<file path="src/rtl/kf8259_common_pkg.sv">
// Shared types, state codes and priority helpers for the KF8259 sequencer.
package kf8259_common_pkg;

   localparam int unsigned IRQ_W   = 8;
   localparam int unsigned LEVEL_W = 3;
   localparam int unsigned BASE_W  = 5;
   localparam int unsigned STATE_W = 3;

   // Sequencer states; kept as plain constants so older tools see the same encoding.
   localparam logic [STATE_W-1:0] STATE_IDLE  = 3'd0;
   localparam logic [STATE_W-1:0] STATE_REQ   = 3'd1;
   localparam logic [STATE_W-1:0] STATE_ACK1  = 3'd2;
   localparam logic [STATE_W-1:0] STATE_WAIT2 = 3'd3;
   localparam logic [STATE_W-1:0] STATE_ACK2  = 3'd4;

   // Result bit i takes value bit (i + amount) mod 8.
   function automatic logic [IRQ_W-1:0] rotate_right(input logic [IRQ_W-1:0]   value,
                                                     input logic [LEVEL_W-1:0] amount);
      logic [2*IRQ_W-1:0] doubled;
      doubled = {value, value};
      return doubled[amount +: IRQ_W];
   endfunction

   // One-hot of the lowest set bit (zero when nothing is set).
   function automatic logic [IRQ_W-1:0] resolve_priority(input logic [IRQ_W-1:0] bits);
      return bits & IRQ_W'(~bits + IRQ_W'(1));
   endfunction

   // Index of the set bit in a one-hot vector.
   function automatic logic [LEVEL_W-1:0] onehot_to_level(input logic [IRQ_W-1:0] onehot);
      logic [LEVEL_W-1:0] level;
      level = '0;
      for (int i = 0; i < int'(IRQ_W); i++) begin
         if (onehot[i]) level = level | LEVEL_W'(i);
      end
      return level;
   endfunction

endpackage

</file>
<file path="src/rtl/kf8259_priority_resolver.sv">
// Picks the highest-priority set bit under the current rotating priority.
module kf8259_priority_resolver
   import kf8259_common_pkg::*;
(
   input  logic [LEVEL_W-1:0] lowest_priority_level_i,
   input  logic [IRQ_W-1:0]   request_i,
   output logic [IRQ_W-1:0]   grant_c_o
);

   logic [LEVEL_W-1:0] amount_c;
   logic [IRQ_W-1:0]   rotated_c;
   logic [IRQ_W-1:0]   resolved_c;

   // Bring the highest-priority level to bit 0, take the lowest set bit, rotate back.
   always_comb begin
      amount_c   = LEVEL_W'(lowest_priority_level_i + LEVEL_W'(1));
      rotated_c  = rotate_right(request_i, amount_c);
      resolved_c = resolve_priority(rotated_c);
      grant_c_o  = rotate_right(resolved_c, LEVEL_W'(LEVEL_W'(0) - amount_c));
   end

endmodule

</file>
<file path="src/rtl/kf8259_interrupt_sequencer.sv">
// Priority resolution, INT generation, 8086 INTA handshake and EOI handling.
module kf8259_interrupt_sequencer
   import kf8259_common_pkg::*;
(
   input  logic               clock,
   input  logic               reset_n,
   input  logic [IRQ_W-1:0]   interrupt_request_register,
   input  logic [IRQ_W-1:0]   interrupt_mask,
   input  logic [BASE_W-1:0]  interrupt_vector_base,
   input  logic               auto_eoi_config,
   input  logic               rotate_on_aeoi,
   input  logic               interrupt_acknowledge_n,
   input  logic               eoi_request,
   input  logic               eoi_specific,
   input  logic [LEVEL_W-1:0] eoi_level,
   input  logic               eoi_rotate,
   output logic               interrupt_to_cpu,
   output logic               freeze,
   output logic [IRQ_W-1:0]   clear_interrupt_request,
   output logic [IRQ_W-1:0]   in_service_register,
   output logic [IRQ_W-1:0]   interrupt_vector,
   output logic               vector_valid,
   output logic [LEVEL_W-1:0] lowest_priority_level
);

   logic [STATE_W-1:0] state_q, state_d;
   logic               int_q, int_d;
   logic               freeze_q, freeze_d;
   logic [IRQ_W-1:0]   clear_q, clear_d;
   logic [IRQ_W-1:0]   isr_q, isr_d;
   logic [IRQ_W-1:0]   vector_q, vector_d;
   logic               valid_q, valid_d;
   logic [LEVEL_W-1:0] lowest_q, lowest_d;
   logic [LEVEL_W-1:0] ack_level_q, ack_level_d;
   logic               spurious_q, spurious_d;
   logic               inta_prev_q;

   logic [IRQ_W-1:0]   eligible_c;
   logic [IRQ_W-1:0]   pending_onehot_c;
   logic [IRQ_W-1:0]   isr_top_onehot_c;
   logic [LEVEL_W-1:0] pending_level_c;
   logic [LEVEL_W-1:0] isr_top_level_c;
   logic               pending_valid_c;
   logic               ack_fall_c;
   logic [LEVEL_W-1:0] eoi_clear_level_c;
   logic               eoi_active_c;

   assign eligible_c = interrupt_request_register & ~interrupt_mask;

   kf8259_priority_resolver u_request_resolver (
      .lowest_priority_level_i (lowest_q),
      .request_i               (eligible_c),
      .grant_c_o               (pending_onehot_c)
   );

   kf8259_priority_resolver u_service_resolver (
      .lowest_priority_level_i (lowest_q),
      .request_i               (isr_q),
      .grant_c_o               (isr_top_onehot_c)
   );

   // Fully nested check: a request only counts if it outranks everything in service.
   always_comb begin
      pending_level_c   = onehot_to_level(pending_onehot_c);
      isr_top_level_c   = onehot_to_level(isr_top_onehot_c);
      pending_valid_c   = (eligible_c != '0) &&
                          ((isr_q == '0) ||
                           (LEVEL_W'(pending_level_c - lowest_q - LEVEL_W'(1)) <
                            LEVEL_W'(isr_top_level_c - lowest_q - LEVEL_W'(1))));
      ack_fall_c        = inta_prev_q & ~interrupt_acknowledge_n;
      eoi_clear_level_c = eoi_specific ? eoi_level : isr_top_level_c;
      eoi_active_c      = eoi_request && (eoi_specific || (isr_q != '0));
   end

   // Next-state logic: EOI first on the old ISR, then the handshake, so a set wins.
   always_comb begin
      state_d     = state_q;
      int_d       = int_q;
      freeze_d    = freeze_q;
      clear_d     = '0;
      isr_d       = isr_q;
      vector_d    = vector_q;
      valid_d     = valid_q;
      lowest_d    = lowest_q;
      ack_level_d = ack_level_q;
      spurious_d  = spurious_q;

      if (eoi_active_c) begin
         isr_d[eoi_clear_level_c] = 1'b0;
         if (eoi_rotate) lowest_d = eoi_clear_level_c;
      end

      case (state_q)
         STATE_IDLE: begin
            if (pending_valid_c) begin
               state_d = STATE_REQ;
               int_d   = 1'b1;
            end
         end
         STATE_REQ: begin
            if (ack_fall_c) begin
               state_d  = STATE_ACK1;
               int_d    = 1'b0;
               freeze_d = 1'b1;
               if (pending_valid_c) begin
                  ack_level_d            = pending_level_c;
                  spurious_d             = 1'b0;
                  isr_d[pending_level_c] = 1'b1;
                  clear_d                = pending_onehot_c;
               end else begin
                  ack_level_d = LEVEL_W'(7);
                  spurious_d  = 1'b1;
               end
            end else if (!pending_valid_c) begin
               state_d = STATE_IDLE;
               int_d   = 1'b0;
            end
         end
         STATE_ACK1: begin
            if (interrupt_acknowledge_n) state_d = STATE_WAIT2;
         end
         STATE_WAIT2: begin
            if (ack_fall_c) begin
               state_d  = STATE_ACK2;
               vector_d = {interrupt_vector_base, ack_level_q};
               valid_d  = 1'b1;
            end
         end
         STATE_ACK2: begin
            if (interrupt_acknowledge_n) begin
               state_d  = STATE_IDLE;
               valid_d  = 1'b0;
               freeze_d = 1'b0;
               if (auto_eoi_config && !spurious_q) isr_d[ack_level_q] = 1'b0;
               if (auto_eoi_config && rotate_on_aeoi) lowest_d = ack_level_q;
            end
         end
         default: begin
            state_d = STATE_IDLE;
            int_d   = 1'b0;
         end
      endcase
   end

   // State and output registers, updated on the falling clock edge.
   always_ff @(negedge clock or negedge reset_n) begin
      if (!reset_n) begin
         state_q     <= STATE_IDLE;
         int_q       <= 1'b0;
         freeze_q    <= 1'b0;
         clear_q     <= '0;
         isr_q       <= '0;
         vector_q    <= '0;
         valid_q     <= 1'b0;
         lowest_q    <= LEVEL_W'(7);
         ack_level_q <= '0;
         spurious_q  <= 1'b0;
         inta_prev_q <= 1'b1;
      end else begin
         state_q     <= state_d;
         int_q       <= int_d;
         freeze_q    <= freeze_d;
         clear_q     <= clear_d;
         isr_q       <= isr_d;
         vector_q    <= vector_d;
         valid_q     <= valid_d;
         lowest_q    <= lowest_d;
         ack_level_q <= ack_level_d;
         spurious_q  <= spurious_d;
         inta_prev_q <= interrupt_acknowledge_n;
      end
   end

   assign interrupt_to_cpu        = int_q;
   assign freeze                  = freeze_q;
   assign clear_interrupt_request = clear_q;
   assign in_service_register     = isr_q;
   assign interrupt_vector        = vector_q;
   assign vector_valid            = valid_q;
   assign lowest_priority_level   = lowest_q;

endmodule

</file>
<file path="config.mk">
export PLATFORM = sky130hd
export DESIGN_NAME = kf8259_interrupt_sequencer
export DESIGN_NICKNAME = d
export VERILOG_FILES = /design/src/rtl/kf8259_common_pkg.sv /design/src/rtl/kf8259_priority_resolver.sv /design/src/rtl/kf8259_interrupt_sequencer.sv
export SDC_FILE = /design/constraint.sdc
export NUM_CORES = 1
export LEC_CHECK = 0
export ABC_AREA = 1
export BUFFER_PORTS_ARGS = -buffer_cell sky130_fd_sc_hd__buf_4
export CAP_MARGIN = 20
export CORE_ASPECT_RATIO = 1.1
export CORE_MARGIN = 2
export CORE_UTILIZATION = 25
export CTS_BUF_LIST = sky130_fd_sc_hd__clkbuf_4
export DETAILED_ROUTE_END_ITERATION = 8
export PLACE_DENSITY = 0.52
export SETUP_SLACK_MARGIN = 0.05
export SLEW_MARGIN = 20
export SYNTH_ARGS = -nofsm -noshare
export SYNTH_HDL_FRONTEND = slang
export SYNTH_HIERARCHICAL = 1
export SYNTH_SLANG_ARGS = --single-unit
</file>
<file path="constraint.sdc">
create_clock -name clock -period 6 [get_ports clock]
set_input_delay 1.2 -clock clock [delete_from_list [all_inputs] [get_ports clock]]
set_output_delay 1.2 -clock clock [all_outputs]
set_load 0.02 [all_outputs]
</file>
# Word-level counts from Yosys, hierarchy flattened
# Index checks and enable logic that the tools add are counted.
[totals]
ff_bits = 38
out_inout_bits = 30
[op_classes]
add_sub_neg = 8
magnitude_cmp = 7
n_eq_ne = 10
shift = 4
muxes = 52
n_bitwise = 14
n_reduce_logical = 23
[op_table]
columns = ["op", "n"]
rows = [
  ["$mux W8", 8],
  ["$shiftx A16 B4 Y8", 4],
  ["$mux W3", 21],
  ["$and A8 B8 Y8", 5],
  ["$not A8 Y8", 5],
  ["$add A8 B1 Y8 const B", 2],
  ["$pmux W8 S2", 1],
  ["$reduce_bool A8 Y1", 2],
  ["$pmux W3 S5", 1],
  ["$lt A3 B4 Y1 const B", 3],
  ["$mux W1", 11],
  ["$ne A2 B2 Y1 const B", 5],
  ["$demux W1 S3", 3],
  ["$ge A3 B1 Y1 const B", 3],
  ["$reduce_and A3 Y1", 3],
  ["$logic_not A8 Y1", 1],
  ["$mux W2", 4],
  ["$or A8 B8 Y8", 1],
  ["$logic_and A1 B1 Y1", 7],
  ["$eq A3 B2 Y1 const B", 2],
  ["$sub A3 B1 Y3 const B", 2],
  ["$sub A3 B3 Y3", 2],
  ["$reduce_and A5 Y1", 1],
  ["$pmux W1 S2", 2],
  ["other kinds (15)", 19],
]

# Longest topological paths before layout
# Gate-level depths: netlist (run 1).
[logic_depth]
ltp_word = 25
depth_mapped = 30
depth_no_buf = 30

# Modules after synthesis
# Netlist (run 1), hierarchy kept.
[modules_own_cells]
columns = ["mod", "n_inst", "cells_each", "area_per_inst_um2"]
rows = [
  ["kf8259_interrupt_sequencer", 1, 304, 2283.4],
  ["kf8259_priority_resolver at u_service_resolver", 1, 154, 828.3],
  ["kf8259_priority_resolver at u_request_resolver", 1, 148, 719.4],
]

==> results of run 1 <==
area by class of cell:
cell class              count  area, sq um  area share, %
repair buffers            112          860           15.8
clock inverters             7         83.8           1.54
multi-input cells         479         2920           53.8
inverters                  74          332           6.10
well taps                 196          245           4.51
flip-flops and latches     38          956           17.6
clock buffers               5         37.5          0.690
routing by layer:
metal | GRT usage [%] | vias to the layer above | wire [um]
met4 | 2.55 | 0 | 157
met1 | 18.5 | 1950 | 5180
li1 | - | 2192 | -
met3 | 1.58 | 16 | 337
met2 | 25.1 | 72 | 5630
met5 | 0 | - | 0
worst max-delay path, delay by kind of cell:
family	cells	cell delay, ns
AND/OR/NAND/NOR	19	1.63
AO/OA/AOI/OAI	1	0.15
adder cells (fa/ha/maj)	3	0.90
XOR/XNOR	2	0.30
buffers and inverters	4	0.33
sequential cells by signal, summed over array words and instances, names as in the netlist:
name / count
clear_interrupt_request: 8
in_service_register: 8
interrupt_vector: 8
ack_level_q: 3
lowest_priority_level: 3
state_q: 3
freeze: 1
inta_prev_q: 1
interrupt_to_cpu: 1
spurious_q: 1
vector_valid: 1
how the worst min path moves through the flow:
stage / to / slack (ns) / cells after the start
detailed placement: interrupt_vector[0] / 0.44 / 2
floorplan: spurious_q / 0.44 / 2
global placement: interrupt_vector[0] / 0.44 / 2
CTS: interrupt_vector[0] / 0.44 / 2
finish: interrupt_vector[0] / 0.44 / 2
global route: interrupt_vector[6] / 0.46 / 1
stage by stage:
| stage | std cells | cell area [sq um] | utilization, % |
|---|---|---|---|
| after floorplan | 603 | 3980 | - |
| after global placement | 868 | 4720 | 31.5 |
| after detailed placement | 868 | 4720 | 31.5 |
| after CTS | 907 | 5330 | 35.6 |
| after global routing | 911 | 5440 | 36.3 |
| final | 911 | 5440 | 36.3 |
what timing repair did:
action,4_1_cts,5_1_grt
resized for setup,80,20
cloned,0,0
hold buffers,0,0
pin swaps,32,24
setup buffers,28,4
setup endpoints to repair,23,23
==> metrics.json, run 1 <==
{
  "critPathLaunch": {"value": "interrupt_request_register[4]"},
  "ios": {"value": 62},
  "drive_gt1_share": {"value": 43.4, "unit": "%"},
  "nets": {"value": 754},
  "synthesis.area": {"value": 3810, "unit": "sq um"},
  "post_synth_inst_count": {"value": 603},
  "yosys_warnings": {"value": 6},
  "drt_drc_violations_left": {"value": 0},
  "place.gp.congestion": {"value": 0.824},
  "fillerInstances": {"value": 1595},
  "route.detailed.vias_per_inst": {"value": 4.64},
  "first_global_vias": {"value": 4076},
  "arrival": {"value": 4.50, "unit": "ns"},
  "grt-ovfl-total": {"value": 0},
  "syn-mean-instance-area": {"value": 6.33, "unit": "sq um"},
  "worstMarginPinSlew": {"value": 0.618, "unit": "ns"},
  "track_usage": {"value": 14.1, "unit": "%"},
  "endpoint": {"value": "state_q[1]"},
  "crit_fanout": {"value": 4},
  "r2r.worst_path.cells": {"value": 28},
  "grt_antenna_before_repair": {"value": 0},
  "row_count": {"value": 47},
  "finalHoldViolCount": {"value": 0},
  "clk_transition_reported_paths": {"value": 0.09, "unit": "ns"},
  "detail_route.first_pass.iterations": {"value": 4},
  "clock_root_buffer": {"value": "clkbuf_4"},
  "wire_length_of_the_first_global_routing_pass": {"value": 19000, "unit": "um"},
  "worst_hold_startpoint": {"value": "interrupt_vector[0]"},
  "clock-skew-final": {"value": 0.0812, "unit": "ns"},
  "route.antenna.remaining_nets": {"value": 0},
  "regToRegStartpoint": {"value": "lowest_priority_level[0]"},
  "port-buffer-count": {"value": 61},
  "setup_viol": {"value": 23},
  "layout_setup_ws": {"value": -1.32, "unit": "ns"},
  "layout_commonest_cell": {"value": "nand2_1"},
  "r2r_end": {"value": "state_q[1]"},
  "detailedPlacementHpwl": {"value": 8470, "unit": "um"},
  "worstPathRequired": {"value": 3.19, "unit": "ns"},
  "timing.setup.tns": {"value": -28.35, "unit": "ns"},
  "hold_path_class": {"value": "reg2reg"},
  "layout_area_growth_over_synthesis": {"value": 42.5, "unit": "%"},
  "route.detailed.wl_per_inst": {"value": 12.4, "unit": "um"},
  "hold_slack": {"value": 0.436, "unit": "ns"},
  "place_worst_setup_slack": {"value": -1.64, "unit": "ns"},
  "maxSlewViolCount": {"value": 0},
  "design.die.area": {"value": 16300, "unit": "sq um"},
  "pin_count_of_the_biggest_net_entering_global_routing": {"value": 41},
  "chipWidth": {"value": 122, "unit": "um"},
  "route.final.wire_length": {"value": 11300, "unit": "um"},
  "htree_levels": {"value": 2},
  "clkSinkCount": {"value": 38},
  "worstSkewPairLatency": {"value": 0.40, "unit": "ns"},
  "initial_utilization": {"value": 25.4, "unit": "%"},
  "drt_iter0_markers": {"value": 231},
  "tritoncts.num_buffers": {"value": 5},
  "final_cell_mix": {"value": "nand2_1, buf_4, nand3_1, nand2_2, inv_1"},
  "crit_path_max_delay_cell_type": {"value": "fa_2"},
  "run_status": {"value": "finished, violations left"},
  "worst-setup-path-type": {"value": "in2reg"},
  "setup.reg_to_reg.worst_slack": {"value": 0.75, "unit": "ns"},
  "chip_height": {"value": 134, "unit": "um"},
  "net_count_of_the_mapped_netlist": {"value": 643},
  "violations_in_the_final_reports": {"value": "negative setup slack"},
  "critical_path_endpoint_category": {"value": "flip-flop"},
  "core_area": {"value": 15000, "unit": "sq um"},
  "cap_viol_max_count": {"value": 0},
  "critical-path-max-stage-delay": {"value": 0.33, "unit": "ns"},
  "rsz_0062_raised_after_global_routing": {"value": "true"},
  "clockBufferDepth": {"value": 2},
  "sort_of_element_at_the_start_of_the_critical_path": {"value": "input port"},
  "tritoncts_clock_tree": {"value": "done"},
  "maxSlewHeadroom": {"value": 58.8, "unit": "%"},
  "insertedDiodeCount": {"value": 0},
  "vias": {"value": 4230},
  "path_common_cell": {"value": "nand2_2"}
}
Power of run 1 is not shown: default switching activity piles up to over one toggle a cycle in this logic, so the estimate is an artifact.
==> inputs of run 2 (changes only) <==
Settings changed: ABC_AREA 1 to default, ABC_CLOCK_PERIOD_IN_PS from default to 6000, CORE_UTILIZATION 25 to 60, PLACE_DENSITY 0.52 to 0.93.
==> metrics.json, run 2 <==
{
  "drt_iter0_markers": {"value": 841, "change": "+260%"},
  "maxSlewViolCount": {"value": 0, "change": "unchanged"},
  "worstSkewPairLatency": {"value": 0.41, "unit": "ns", "change": "about the same"},
  "setup.reg_to_reg.worst_slack": {"value": -0.45, "unit": "ns", "change": "-1.20 ns"},
  "layout.area.seq": {"value": 956, "unit": "sq um", "change": "unchanged"},
  "hold_slack": {"value": 0.448, "unit": "ns", "change": "+0.0125 ns"},
  "r2r_end": {"value": "in_service_register[7]"},
  "clock_root_buffer": {"value": "clkbuf_4"},
  "port-buffer-count": {"value": 61, "change": "unchanged"},
  "sort_of_element_at_the_start_of_the_critical_path": {"value": "input port"},
  "setup_viol": {"value": 22, "change": "-4.3%"},
  "fillerInstances": {"value": 360, "change": "-77%"},
  "place.gp.congestion": {"value": 1.01, "change": "+22%"},
  "syn-mean-instance-area": {"value": 8.03, "unit": "sq um", "change": "+27%"},
  "wire_length_of_the_first_global_routing_pass": {"value": 21900, "unit": "um", "change": "+15%"},
  "hold_path_class": {"value": "reg2reg"},
  "maxSlewHeadroom": {"value": 34.9, "unit": "%", "change": "-24 points"},
  "synthesis.area": {"value": 4060, "unit": "sq um", "change": "+6.5%"},
  "yosys_warnings": {"value": 6, "change": "unchanged"},
  "track_usage": {"value": 36.6, "unit": "%", "change": "+22 points"},
  "endpoint": {"value": "in_service_register[7]"},
  "grt_antenna_before_repair": {"value": 0, "change": "unchanged"},
  "r2r.worst_path.cells": {"value": 22, "change": "-21%"},
  "core_area": {"value": 6560, "unit": "sq um", "change": "-56%"},
  "route.antenna.remaining_nets": {"value": 0, "change": "unchanged"},
  "worstPathRequired": {"value": 3.36, "unit": "ns", "change": "+0.17 ns"},
  "layout_commonest_cell": {"value": "buf_4"},
  "rsz_0062_raised_after_global_routing": {"value": "true"},
  "net_count_of_the_mapped_netlist": {"value": 546, "change": "-15%"},
  "dpl_cell_area": {"value": 5010, "unit": "sq um", "change": "+6.1%"},
  "final_cell_mix": {"value": "buf_4, nor2_1, nand2_1, dfrtn_1, mux2i_1"},
  "route.detailed.wl_per_inst": {"value": 22.2, "unit": "um", "change": "+79%"},
  "ios": {"value": 62, "change": "unchanged"},
  "vias": {"value": 5079, "change": "+20%"},
  "layout_setup_ws": {"value": -2.35, "unit": "ns", "change": "-1.04 ns"},
  "drive_gt1_share": {"value": 38.4, "unit": "%", "change": "-4.9 points"},
  "insertedDiodeCount": {"value": 0, "change": "unchanged"},
  "detailedPlacementHpwl": {"value": 9330, "unit": "um", "change": "+10%"},
  "chipWidth": {"value": 82.5, "unit": "um", "change": "-32%"},
  "post_synth_inst_count": {"value": 506, "change": "-16%"},
  "cap_viol_max_count": {"value": 0, "change": "unchanged"},
  "row_count": {"value": 31, "change": "-34%"},
  "nets": {"value": 656, "change": "-13%"},
  "stdcell_area": {"value": 5420, "unit": "sq um", "change": "-0.32%"},
  "finalHoldViolCount": {"value": 0, "change": "unchanged"},
  "tritoncts.num_buffers": {"value": 5, "change": "unchanged"},
  "pin_count_of_the_biggest_net_entering_global_routing": {"value": 39, "change": "-4.9%"},
  "design.die.area": {"value": 7450, "unit": "sq um", "change": "-54%"},
  "route.final.wire_length": {"value": 15500, "unit": "um", "change": "+37%"},
  "clockBufferDepth": {"value": 2, "change": "unchanged"},
  "clock-skew-final": {"value": 0.0785, "unit": "ns", "change": "-0.00267 ns"},
  "arrival": {"value": 5.71, "unit": "ns", "change": "+1.21 ns"},
  "chip_height": {"value": 90.3, "unit": "um", "change": "-32%"},
  "layout_area_growth_over_synthesis": {"value": 33.3, "unit": "%"},
  "hold_buffers": {"value": 0, "change": "unchanged"},
  "violations_in_the_final_reports": {"value": "negative setup slack"},
  "htree_levels": {"value": 2, "change": "unchanged"},
  "clkSinkCount": {"value": 38, "change": "unchanged"},
  "multi_input_combinational_cell_area": {"value": 3210, "unit": "sq um", "change": "+9.8%"},
  "run_status": {"value": "finished, violations left"},
  "route.detailed.vias_per_inst": {"value": 7.27, "change": "+56%"},
  "critical_path_endpoint_category": {"value": "flip-flop"},
  "detail_route.first_pass.iterations": {"value": 6, "change": "+2"},
  "worstMarginPinSlew": {"value": 0.967, "unit": "ns", "change": "+0.349 ns"},
  "crit_fanout": {"value": 7, "change": "+3"},
  "regToRegStartpoint": {"value": "lowest_priority_level[1]"},
  "critPathLaunch": {"value": "interrupt_mask[3]"},
  "worst-setup-path-type": {"value": "in2reg"},
  "grt-ovfl-total": {"value": 0, "change": "unchanged"},
  "clk_transition_reported_paths": {"value": 0.09, "unit": "ns", "change": "about the same"},
  "initial_utilization": {"value": 62.0, "unit": "%", "change": "+37 points"},
  "tritoncts_clock_tree": {"value": "done"},
  "drt_drc_violations_left": {"value": 0, "change": "unchanged"},
  "first_global_vias": {"value": 4692, "change": "+15%"}
}
-- run 2: area by class of cell --
class,count,area share (%)
inverter,21,1.45
timing repair buffer,129,18.5
tap,82,1.89
clock inverter,6,0.439
clock buffer,6,0.831
multi-input combinational,417,59.2
sequential,38,17.6
-- run 2: metal layers --
layer | share of wire, % | vias up | GRT usage (%) | routed length, um
met5 | 0 | - | 0 | 0
met4 | 8.6 | 0 | 18.2 | 1330
met3 | 9.8 | 162 | 7.20 | 1520
met2 | 48 | 462 | 62.3 | 7400
met1 | 34 | 2325 | 42.5 | 5260
li1 | - | 2130 | - | -
-- run 2: what timing repair did --
| item | in CTS | in global routing |
|---|---|---|
| resized for setup | 23 | 28 |
| hold endpoints to repair | 0 | 0 |
| setup buffers | 4 | 8 |
| pin swaps | 19 | 26 |
| gates cloned | 1 | 0 |
| setup endpoints to repair | 22 | 22 |
-- run 2: how the worst min path moves through the flow --
| stage | startpoint | end | slack [ns] | cells past startpoint |
|---|---|---|---|---|
| after floorplan | state_q[2] | state_q[1] | 0.37 | 1 |
| after global placement | state_q[2] | state_q[1] | 0.39 | 1 |
| after detailed placement | state_q[2] | state_q[1] | 0.41 | 1 |
| after CTS | state_q[2] | state_q[1] | 0.41 | 1 |
| after global routing | state_q[2] | state_q[1] | 0.46 | 1 |
| final | state_q[2] | state_q[1] | 0.45 | 1 |
-- run 2: metrics by stage --
step           setup TNS (ns)  std cells  utilization (%)  setup WS, ns
2_1_floorplan          -41.88        506                -         -1.98
3_3_place_gp           -46.80        676             76.4         -2.19
3_5_place_dp           -52.96        676             76.4         -2.48
4_1_cts                -42.56        692             79.5         -1.96
5_1_grt                -52.21        699             82.7         -2.47
6_report               -49.53        699             82.7         -2.35
-- run 2: critical path: stages --
cell and delay (ns):
buf_4 0.12, nor2b_4 0.21, mux2_4 0.23, a211oi_2 0.05
a31o_4 0.27, o211a_1 0.23, a311oi_2 0.34, buf_4 0.19
mux2i_4 0.09, buf_4 0.16, buf_4 0.12, nor4_1 0.83
xnor2_1 0.17, ha_1 0.35, a21oi_2 0.17, o21ai_2 0.10
a22oi_2 0.28, buf_6 0.18, buf_6 0.13, nand3_4 0.08
a22oi_2 0.21
Power of run 2 is left out for the same reason.
